## config.mk

```make
export PLATFORM = sky130hd
export DESIGN_NAME = fifo_ptrs
export DESIGN_NICKNAME = d
export VERILOG_FILES = /design/src/rtl/fifo_ptrs_pkg.sv /design/src/rtl/fifo_ptrs_delay.sv /design/src/rtl/fifo_ptrs.sv
export SDC_FILE = /design/constraint.sdc
export NUM_CORES = 1
export LEC_CHECK = 0
export ABC_AREA = 1
export BUFFER_PORTS_ARGS = -buffer_cell sky130_fd_sc_hd__buf_2
export CAP_MARGIN = 20
export CORE_AREA = 5 5 50 52
export CTS_BUF_LIST = sky130_fd_sc_hd__clkbuf_4 sky130_fd_sc_hd__clkbuf_8 sky130_fd_sc_hd__clkbuf_16
export CTS_CLUSTER_DIAMETER = 40
export DETAILED_ROUTE_END_ITERATION = 12
export DIE_AREA = 0 0 55 57
export HOLD_SLACK_MARGIN = 0.05
export PLACE_DENSITY = 0.64
export SLEW_MARGIN = 20
export SYNTH_ARGS = -nofsm -noshare
export SYNTH_HDL_FRONTEND = slang
export SYNTH_SLANG_ARGS = --single-unit
```

## constraint.sdc

```tcl
create_clock -name clk -period 1.85 [get_ports clk]
set_clock_uncertainty 0.1 [all_clocks]
set_input_delay 0.185 -clock clk [delete_from_list [all_inputs] [get_ports clk]]
set_output_delay 0.185 -clock clk [all_outputs]
set_load 0.01 [all_outputs]
```

## src/rtl/fifo_ptrs_pkg.sv

```systemverilog
// rtl/fifo_ptrs_pkg.sv - shared sizing helper for the FIFO pointer engine
package fifo_ptrs_pkg;

   // Pointers carry one extra MSB so full and empty are distinguishable.
   function automatic int ptr_width(input int log_depth);
      return log_depth + 1;
   endfunction

endpackage

```

## src/rtl/fifo_ptrs_delay.sv

```systemverilog
// rtl/fifo_ptrs_delay.sv - fixed-length register pipeline producing the committed write pointer
module fifo_ptrs_delay #(
   parameter int WIDTH = 4,
   parameter int DELAY = 2
) (
   input  logic             clk,
   input  logic             rst,
   input  logic [WIDTH-1:0] ptr,
   output logic [WIDTH-1:0] delayed_ptr
);

   generate
      if (DELAY == 0) begin : g_pass
         assign delayed_ptr = ptr;
      end else begin : g_pipe
         logic [WIDTH-1:0] stages [DELAY];

         always_ff @(posedge clk or negedge rst) begin
            if (!rst) begin
               for (int i = 0; i < DELAY; i++) begin
                  stages[i] <= '0;
               end
            end else begin
               stages[0] <= ptr;
               for (int i = 1; i < DELAY; i++) begin
                  stages[i] <= stages[i-1];
               end
            end
         end

         assign delayed_ptr = stages[DELAY-1];
      end
   endgenerate

endmodule

```

## src/rtl/fifo_ptrs.sv

```systemverilog
// rtl/fifo_ptrs.sv - write/read pointer and flow-control engine for a storage-less FIFO
module fifo_ptrs
   import fifo_ptrs_pkg::*;
#(
   parameter int LOG_DEPTH         = 3,
   parameter int WRITE_DELAY       = 2,
   parameter int ALMOST_FULL_SLACK = 0
) (
   input  logic                 clk,
   input  logic                 rst,
   input  logic                 wrreq,
   output logic                 almost_full,
   output logic [LOG_DEPTH-1:0] wraddr,
   input  logic                 rdreq,
   output logic                 empty,
   output logic [LOG_DEPTH-1:0] rdaddr
);

   localparam int PW       = ptr_width(LOG_DEPTH);
   localparam int DEPTH    = 1 << LOG_DEPTH;
   localparam int AF_LEVEL = DEPTH - ALMOST_FULL_SLACK;

   logic [PW-1:0] wp;
   logic [PW-1:0] rp;
   logic [PW-1:0] cwp;
   logic [PW-1:0] occupancy;
   logic          wr_accept;
   logic          rd_accept;

   // Illegal requests (write while almost full, read while empty) are dropped here.
   assign wr_accept = wrreq && !almost_full;
   assign rd_accept = rdreq && !empty;

   always_ff @(posedge clk or negedge rst) begin
      if (!rst) begin
         wp <= '0;
         rp <= '0;
      end else begin
         if (wr_accept) begin
            wp <= wp + PW'(1);
         end
         if (rd_accept) begin
            rp <= rp + PW'(1);
         end
      end
   end

   fifo_ptrs_delay #(
      .WIDTH (PW),
      .DELAY (WRITE_DELAY)
   ) u_delay (
      .clk         (clk),
      .rst         (rst),
      .ptr         (wp),
      .delayed_ptr (cwp)
   );

   // Occupancy uses the uncommitted wp so in-flight writes still reserve RAM slots.
   assign occupancy   = wp - rp;
   assign almost_full = (occupancy >= PW'(AF_LEVEL));
   assign empty       = (cwp == rp);
   assign wraddr      = wp[LOG_DEPTH-1:0];
   assign rdaddr      = rp[LOG_DEPTH-1:0];

endmodule

```

=== After elaboration in Yosys (flattened, before gate mapping) ===
Index checks and enable logic that the tools add are counted.
W data, S select, Z words.

* Word-level logic and storage cells: 13
* Register bits: 16

* Add/sub/neg operators: 3
* Eq/ne operators: 1
* Reductions and logical operators: 4
* Magnitude comparators: 1

{| class="wikitable"
|+ Operators by type and width
! kind !! count
|-
| $add A4 B1 Y4 const B || 2
|-
| $eq A4 B4 Y1 || 1
|-
| $ge A4 B4 Y1 const B || 1
|-
| $sub A4 B4 Y4 || 1
|-
| $logic_and A1 B1 Y1 || 2
|-
| $logic_not A1 Y1 || 2
|}

=== Longest topological paths before layout ===
Gate-level depths: netlist of the first run.

* Depth in word-level cells: 4
* Depth in mapped cells: 9
* Mapped depth without buffers: 9

=== Hierarchy ===
Synthesis of the first run repeated with hierarchy kept, for this count alone.

* Cell total of the unflattened synthesis: 105
* Area, all modules: 867.1 um^2

{| class="wikitable"
|+ Modules (own cells, without submodules)
! module !! area an instance (um^2) !! sequential area each (um^2) !! cells each !! times used
|-
| fifo_ptrs || 636.9 || 200.2 || 93 || 1
|-
| fifo_ptrs_delay || 230.2 || 200.2 || 12 || 1
|}

=== Least setup slack after synthesis of the first run ===
No wires, ideal clock.

* Path type: register to output
* From: reg rp[2]
* To: out almost_full
* Data arrival time: 1290 ps
* Stages on the path, launching flop included: 8
* Path buffers: 0
* Slack: 275 ps
* Cells stage by stage: dfrtp_1 > inv_1 > ha_1 > a21oi_1 > nand2_1 > nand2_1 > nand2_1 > inv_1

* Cells in the longest elaborated chain, start to end: 2

{| class="wikitable"
|+ RTL lines
! element !! RTL line !! text
|-
| from (decl) || fifo_ptrs.sv:24 || <nowiki>logic [PW-1:0] rp;</nowiki>
|-
| from (signal assigned) || fifo_ptrs.sv:43 || <nowiki>rp <= rp + PW'(1);</nowiki>
|-
| $sub A4 B4 Y4 || fifo_ptrs.sv:59 || <nowiki>assign occupancy = wp - rp;</nowiki>
|-
| $ge A4 B4 Y1 || fifo_ptrs.sv:60 || <nowiki>assign almost_full = (occupancy >= PW'(AF_LEVEL));</nowiki>
|-
| to (decl) || fifo_ptrs.sv:12 || <nowiki>output logic almost_full,</nowiki>
|}

No other way between the ends.

=== Final worst setup path of the first run ===
Same ends and word-level chain as after synthesis.

==> results of run 1 <==
==> tightest hold or removal path, delay by kind of cell <==
kind                   cells  cell delay [ns]
AND/OR/NAND/NOR            2             0.13
buffers and inverters      1             0.14
==> cell usage after synthesis <==
library cell	number
sky130_fd_sc_hd__a21oi_1	1
sky130_fd_sc_hd__nand2_4	1
sky130_fd_sc_hd__nand2_1	38
sky130_fd_sc_hd__nor2_2	1
sky130_fd_sc_hd__nor2_1	1
sky130_fd_sc_hd__nand2_2	1
sky130_fd_sc_hd__nand3_1	14
sky130_fd_sc_hd__xor2_1	4
sky130_fd_sc_hd__dfrtp_1	16
sky130_fd_sc_hd__ha_1	5
sky130_fd_sc_hd__buf_4	6
sky130_fd_sc_hd__inv_1	13
==> repair_timing <==
| action | in CTS | in global routing |
|---|---|---|
| pin swaps | 4 | 6 |
| resized for setup | 5 | 11 |
| endpoints found under the hold margin | 16 | 0 |
| hold buffers | 1 | 0 |
| endpoints found under the setup margin | 1 | 5 |
| buffers inserted | 7 | 0 |
==> flip-flops by register name (all words and copies together), names as in the netlist <==
register	cells
rp	4
u_delay.delayed_ptr	4
u_delay.g_pipe.stages	4
wp	4
==> routing by layer <==
| metal | up-vias | part of all wire |
|---|---|---|
| met1 | 306 | 0.45 |
| met2 | 12 | 0.49 |
| li1 | 348 | - |
| met5 | - | 0 |
| met4 | 0 | 0.0061 |
| met3 | 2 | 0.057 |
==> power by group through the flow <==
| stage | sequential [mW] | clock, mW | combinational (mW) |
|---|---|---|---|
| floorplan | 0.617 | 0 | 0.703 |
| global placement | 0.617 | 0 | 0.897 |
| detailed placement | 0.623 | 0 | 0.919 |
| CTS | 0.590 | 0.239 | 1.23 |
| global route | 0.603 | 0.246 | 1.54 |
| finish | 0.590 | 0.231 | 1.38 |
==> placed cells by master (no fill, tap or decap), drive strengths merged <==
cell / count
a21oi: 1
buf: 21
clkbuf: 4
dfrtp: 16
dlygate4sd3: 1
ha: 5
inv: 13
nand2: 40
nand3: 14
nor2: 2
xor2: 4
==> metrics by stage <==
stage	utilization	std cells	hold WS, ns
finish	0.517	149	0.0960
global route	0.517	149	0.0955
CTS	0.500	149	0.0628
detailed placement	0.438	137	0.0182
global placement	0.438	137	0.0124
floorplan	-	101	-0.211
==> path summary, 6_finish.rpt <==
path	start	endpoint	slack, ns	cells after the start
min in group asynchronous	rst	rp[0]$_DFFE_PN0P_	0.25	2
setup reg to reg	rp[2]$_DFFE_PN0P_	wp[3]$_DFFE_PN0P_	0.04	11
max in group asynchronous	rst	rp[2]$_DFFE_PN0P_	1.11	2
setup / recovery	rp[2]$_DFFE_PN0P_	almost_full	0.04	7
hold / removal	rdreq	rp[1]$_DFFE_PN0P_	0.1	3
hold reg to reg	u_delay.g_pipe.stages[5]$_DFF_PN0_	u_delay.delayed_ptr[1]$_DFF_PN0_	0.26	0
==> final cells by class <==
class / count / area (sq um) / share of cell area
clock buffer: 4 / 36.3 / 0.0340
sequential: 16 / 402 / 0.376
timing repair buffer: 22 / 146 / 0.137
multi-input combinational: 66 / 399 / 0.374
tap: 28 / 35.0 / 0.0328
inverter: 13 / 48.8 / 0.0457
==> cells by family after synthesis <==
kind of cell / after synthesis / synth area share
AOI/OAI and AO/OA: 1 / 0.00597
xor gates and xnor gates: 4 / 0.0418
adders and majority gates: 5 / 0.0747
buffers and inverters: 19 / 0.112
DFF: 16 / 0.478
and+or+nand+nor: 56 / 0.287
==> summary by stage, run 1 <==
Clock tree
The number of buffers added by the clock tree synthesis step is 3. The clock transition at the registers of the reported paths is 0.09 ns. In this run the number of H-tree levels came out at 1. The clock passes through at most 2 buffers. The number of clock sinks is 16. TritonCTS built the clock tree.

The buffer type at the clock tree root is sky130_fd_sc_hd__clkbuf_4. At the later pin of the worst-skew pair, clock insertion delay measures 0.28 ns.

Logic synthesis
The mapped cell area is 837 sq um. The net count after synthesis is 110. The register bit total from synthesis is 16. The mean area per synthesized cell is 8.29 sq um. Of the synthesized area, sequential elements account for 0.478. By area the synthesized netlist is led by sky130_fd_sc_hd__dfrtp_1, sky130_fd_sc_hd__nand2_1, sky130_fd_sc_hd__nand3_1, sky130_fd_sc_hd__ha_1, sky130_fd_sc_hd__inv_1. The warning count from the yosys run is 0. The biggest area contributor in the post-synthesis netlist is sky130_fd_sc_hd__dfrtp_1. The number of distinct standard cells referenced by the synthesized netlist is 12. The number of instances in the synthesized netlist is 101. The top-area cell type share of the netlist area is 0.478.

STA
The setup TNS after final layout is 0 ns. Timing would allow up to 0.553 GHz. Setup repair after global routing could not meet its margin everywhere. The routed design could run at a clock period as short as 1.81 ns. The remaining max-slew budget at the tightest pin is 0.756. The final worst slack is 0.0414 ns.

The count of final max-slew check failures came to 0. Setup violations remaining at the end of the flow were counted as 0. The transition time at the pin with the least slew margin is 0.366 ns. The number of endpoints with negative hold slack in the final report is 0. Dividing the final minimum period by the clock period gives 0.978.

Floorplanning
The area enclosed by the die boundary is 3140 sq um. The floorplan die height is 57 um. The top-level port count is 12. The starting density of the core is 0.406. The die outline width is 55 um. The total area inside the core boundary comes to 2060 sq um. The number of placement rows is 17.

Power
The design draws 2.20 mW. The share of total power dissipated in sequential elements is 0.268. Of the total power, the share spent switching nets is 0.426. The internal portion of the total power is 1.26 mW. The share of total power dissipated in the clock network is 0.105. Summed over all nets, the switching power comes to 939 uW.

The combinational share of power is 0.627. The worst IR drop on VDD is 0.00112 V. The power density over the cells is 2060 nW/um^2.

In this run the static leakage power is 0.593 nW.

Routing
The first detailed-routing pass took 4 iterations. Dividing the detail-routed via count by the number of cells gives 4.48. The detailed-route via count is 668. The number of nets with antenna violations after routing is 0.

In the final routed layout, each cell accounts on average for 11.1 um. The wire length reported by the detailed router is 1650 um. In the routed design, unresolved DRC markers number 0. In this run, the number of DRC markers left after iteration 0 of detailed routing was 7.

Layout
Of the cells placed in the final design, the portion with a size suffix greater than 1 is 0.339. The post-route standard cell area excluding fillers is 1070 sq um. The total of fill cells in the finished design is 208. For this run, the post-layout net count is 131. Relative to the synthesized area, the layout overhead comes to 27.5%. The repair_antennas step left the layout with diodes totalling 0.

Global route
met2 is the most crowded layer. The number of antenna violations at the first check in global routing is 0. The routing usage on met1 is 0.144. The overall overflow remaining after global route is 0. The first global-routing pass estimated 2550 um of wire. Entering global routing, the biggest net connects 17 pins. The routing usage on met2 is 0.171. The aggregate global-route resource usage is 0.112.

The met3 usage in global routing is 0.0261. The via count of the first global-routing pass is 634.

Worst setup path
The data arrival at the endpoint of the critical path is 1.52 ns. In this design, the largest share of critical-path delay is due to flip-flops. The startpoint type of the worst setup path is a register.

The sort of element at the end of the critical path is an output port. The largest fanout on the critical path is 3. The most repeated library cell on the critical path is sky130_fd_sc_hd__inv_2. The highest cell delay on the worst timing path is 0.42 ns. Among all stages on the critical path, the largest delay is contributed by sky130_fd_sc_hd__dfrtp_2. The category of the critical setup timing path is reg -> out. The combined buffer and inverter count along the critical path is 3. STA puts the critical path data required time at 1.56 ns. Traced cell by cell, the critical path runs through inv_2 > ha_4 > a21oi_4 > nand3_1 > nand2_2 > inv_2 > buf_6.

Placement
Prior to clock tree synthesis, the placed netlist has a worst setup slack of 0.0623 ns. The total of buffers placed on input and output ports is 11. Once placement finished, the instance area stood at 905 sq um. Summed over all nets, the half-perimeter wirelength after detailed placement is 1140 um.

The routability-driven placement congestion ratio is 0.763.

Worst hold path
The class of the tightest hold or removal check is in -> reg.

Status
The run finished with clean final reports.

Run
Across the run, the number of max-cap violations was 0.
(Power assumes the default switching activity.)
==> run 2, diff against run 1 <==
CAP_MARGIN = 10   (was 20)
MAX_ROUTING_LAYER = met4   (was unset)
SETUP_SLACK_MARGIN = 0.2   (was unset)
==> run 2 against run 1 <==
Effect of this change:
- setup slack lost 0.0079 ns
- cell count is 2.7% higher
- routed wire length grew 5.6%
- register-to-register slack better by 0.04 ns
- critical path type unchanged
- sequential share of layout area fell by 1.7 points
- clock power about the same
- power grew 8.0%
- global-route usage is 0.81 points higher
- first-iteration DRC count rose by 130%
- die area unchanged
==> summary by stage, run 2 (synthesis results as in run 1) <==
Routing
The starting DRC count in detailed routing is 16 (was 7). The number of search-and-repair iterations in the first detailed-routing pass was 4 (unchanged). The average wire per standard cell was 11.4 um (was 11.1 um). The detailed-route via count was 696 (was 668). The number of remaining DRC errors was 0 (unchanged). The number of vias per cell is 4.55 (was 4.48). The wire length reported by the detailed router is 1740 um (was 1650 um). The number of nets with antenna violations after routing is 0 (unchanged).

Layout
Commonest cells after routing, fill and taps aside: sky130_fd_sc_hd__nand2_1, sky130_fd_sc_hd__dfrtp_1, sky130_fd_sc_hd__nand3_1 (unchanged). The most common library cell in the layout ignoring fill and taps is sky130_fd_sc_hd__nand2_1 (unchanged). The net total in the final layout is 135 (was 131). The fraction of layout instances using a drive strength above 1 came to 0.384 (was 0.339). The total of fill cells in the finished design came to 202 (was 208). The number of inserted diodes is 0 (unchanged). The relative area change from synthesis to final layout is 33.6% (was 27.5%).

Worst setup path
The sort of element at the end of the critical path is an output port (unchanged). The startpoint type of the worst setup path is a register (unchanged). The data arrival at the endpoint of the critical path came to 1.53 ns (was 1.52 ns).

The combined buffer and inverter count along the critical path is 3 (unchanged). The most repeated library cell on the critical path is sky130_fd_sc_hd__inv_2 (unchanged). List of cells traversed by the critical path: inv_2 > ha_4 > a21oi_4 > nand3_1 > nand2_2 > inv_2 > buf_6 (unchanged). The slowest stage cell on the critical path is sky130_fd_sc_hd__dfrtp_2 (unchanged). The cell type group with the largest total delay on the critical path is flip-flops (unchanged). The highest cell delay on the worst timing path came to 0.42 ns (about the same).

The largest fanout on the critical path is 3 (unchanged). The critical path data required time is 1.56 ns (about the same). The category of the critical setup timing path is reg -> out (unchanged).

STA
The peak clock frequency supported by timing is 0.551 GHz (was 0.553 GHz). The transition time at the pin with the least slew margin is 0.365 ns (was 0.366 ns). The final critical-path required period is 1.82 ns (was 1.81 ns). The remaining max-slew budget at the tightest pin is 0.756 (about the same). The number of setup violations in the final report is 0 (unchanged). The portion of the clock cycle consumed by the worst path in the final layout is 0.982 (was 0.978). The worst hold margin came to 0.0922 ns (was 0.0960 ns).

Unrepaired setup endpoints after global routing: yes (unchanged). The number of endpoints with negative hold slack in the final report came to 0 (unchanged). The count of final max-slew check failures is 0 (unchanged). The setup TNS after final layout is 0 ns (unchanged).

Global route
The number of antenna violations at the first check in global routing was 0 (unchanged). The routing usage on met1 is 0.149 (was 0.144). The aggregate global-route resource usage is 0.120 (was 0.112).

The layer with the highest usage is met2 (unchanged). The via count of the first global-routing pass is 668 (was 634). The routing usage on met2 is 0.181 (was 0.171). The overall overflow remaining after global route is 0 (unchanged).

The first-pass GRT wire length is 2680 um (was 2550 um). The met3 usage in global routing is 0.0261 (unchanged). The pin count of the biggest net entering global routing came to 17 (unchanged).

Clock tree
The maximum buffer depth of the clock tree is 2 (unchanged). The buffer type at the clock tree root is sky130_fd_sc_hd__clkbuf_4 (unchanged). The insertion delay of the later-clocked pin in the worst-skew pair is 0.28 ns (about the same).

The clock transition at the registers of the reported paths is 0.10 ns (was 0.09 ns). The number of buffers added by the clock tree synthesis step is 3 (unchanged). The CTS H-tree depth was 1 (unchanged).

The number of clock sinks is 16 (unchanged). The TritonCTS clock tree is done (unchanged).

Floorplanning
The starting density of the core is 0.406 (unchanged). The top-level port count was 12 (unchanged). The floorplan die height is 57 um (unchanged). The die outline width is 55 um (unchanged).

The area of the core was 2060 sq um (unchanged). The area enclosed by the die boundary came to 3140 sq um (unchanged). The number of placement rows came to 17 (unchanged).

Power
The cell-internal power is 1.38 mW (was 1.26 mW). The power density over the cells was 2130 nW/um^2 (was 2060 nW/um^2). The switching component of the power was 1.00 mW (was 939 uW). The clock network fraction of design power was 0.097 (was 0.105). The combinational share of power is 0.655 (was 0.627). The reported leakage power was 0.623 nW (was 0.593 nW). The worst IR drop on VDD is 0.00120 V (was 0.00112 V). The part of the total power dissipated in sequential elements came to 0.248 (was 0.268).

The fraction of power spent switching nets came to 0.421 (was 0.426).

Placement
The total of buffers placed on input and output ports came to 11 (unchanged). The routability-driven placement congestion ratio is 0.774 (was 0.763). The half-perimeter wire length after detailed placement is 1140 um (unchanged).

Run
The count of max-cap constraint violations is 0 (unchanged).

Worst hold path
The class of the tightest hold or removal check was in -> reg (unchanged).

Status
Run status: finished, final reports clean (unchanged).
## run 2: final timing paths
check                                                   start  slack (ns)  depth (start not counted)                          endpoint
hold reg to reg            u_delay.g_pipe.stages[6]$_DFF_PN0_        0.26                          0  u_delay.delayed_ptr[2]$_DFF_PN0_
min in group asynchronous                                 rst        0.25                          2                 rp[0]$_DFFE_PN0P_
hold / removal                                          rdreq        0.09                          3                 rp[1]$_DFFE_PN0P_
setup reg to reg                            rp[2]$_DFFE_PN0P_        0.08                         11                 wp[3]$_DFFE_PN0P_
setup / recovery                            rp[2]$_DFFE_PN0P_        0.03                          7                       almost_full
max in group asynchronous                                 rst        1.11                          2                 rp[2]$_DFFE_PN0P_
## run 2: layer usage
| layer | share of wire | vias up | wire (um) |
|---|---|---|---|
| li1 | - | 355 | - |
| met1 | 0.43 | 320 | 743 |
| met2 | 0.50 | 19 | 880 |
| met3 | 0.063 | 2 | 109 |
| met4 | 0.0057 | 0 | 10 |
| met5 | 0 | - | 0 |
## run 2: power groups by stage
| stage | combinational [mW] | clock (mW) | sequential [mW] |
|---|---|---|---|
| 5_1_grt | 1.72 | 0.246 | 0.603 |
| 6_report | 1.56 | 0.230 | 0.590 |
| 2_1_floorplan | 0.703 | 0 | 0.617 |
| 3_3_place_gp | 0.897 | 0 | 0.617 |
| 4_1_cts | 1.34 | 0.239 | 0.592 |
| 3_5_place_dp | 0.919 | 0 | 0.623 |
## run 2: worst reg2reg max path, cell delays in order (launching register included)
cell,delay (ns)
sky130_fd_sc_hd__dfrtp_2,0.42
sky130_fd_sc_hd__inv_2,0.08
sky130_fd_sc_hd__ha_4,0.21
sky130_fd_sc_hd__a21oi_4,0.19
sky130_fd_sc_hd__nand2_2,0.08
sky130_fd_sc_hd__buf_4,0.14
sky130_fd_sc_hd__buf_6,0.10
sky130_fd_sc_hd__buf_6,0.11
sky130_fd_sc_hd__nand2_4,0.05
sky130_fd_sc_hd__nand3_4,0.08
sky130_fd_sc_hd__nand2_2,0.07
sky130_fd_sc_hd__nand2_1,0.04
## run 2: layout make-up
type | instances | area (sq um) | share of cell area
sequential | 16 | 402 | 0.359
clock buffer | 4 | 36.3 | 0.0324
inverter | 13 | 48.8 | 0.0436
multi-input combinational | 66 | 409 | 0.366
timing repair buffer | 26 | 188 | 0.168
tap | 28 | 35.0 | 0.0313
## run 2: per-stage QoR
stage                     std cells   util  power, mW  area [sq um]  worst slack [ns]
after floorplan                 101      -       1.32           837             0.275
after global placement          137  0.438       1.51           905             0.153
after detailed placement        137  0.438       1.54           905            0.0623
after CTS                       150  0.513       2.17          1060            0.0480
after global routing            153  0.542       2.57          1120           -0.0157
final                           153  0.542       2.38          1120            0.0335
## run 2: repair_timing
item | CTS | global route
setup buffers | 8 | 3
resized for setup | 11 | 12
endpoints found under the setup margin | 6 | 6
pin swaps | 5 | 10
hold buffers | 1 | 0
hold endpoints to repair | 16 | 0
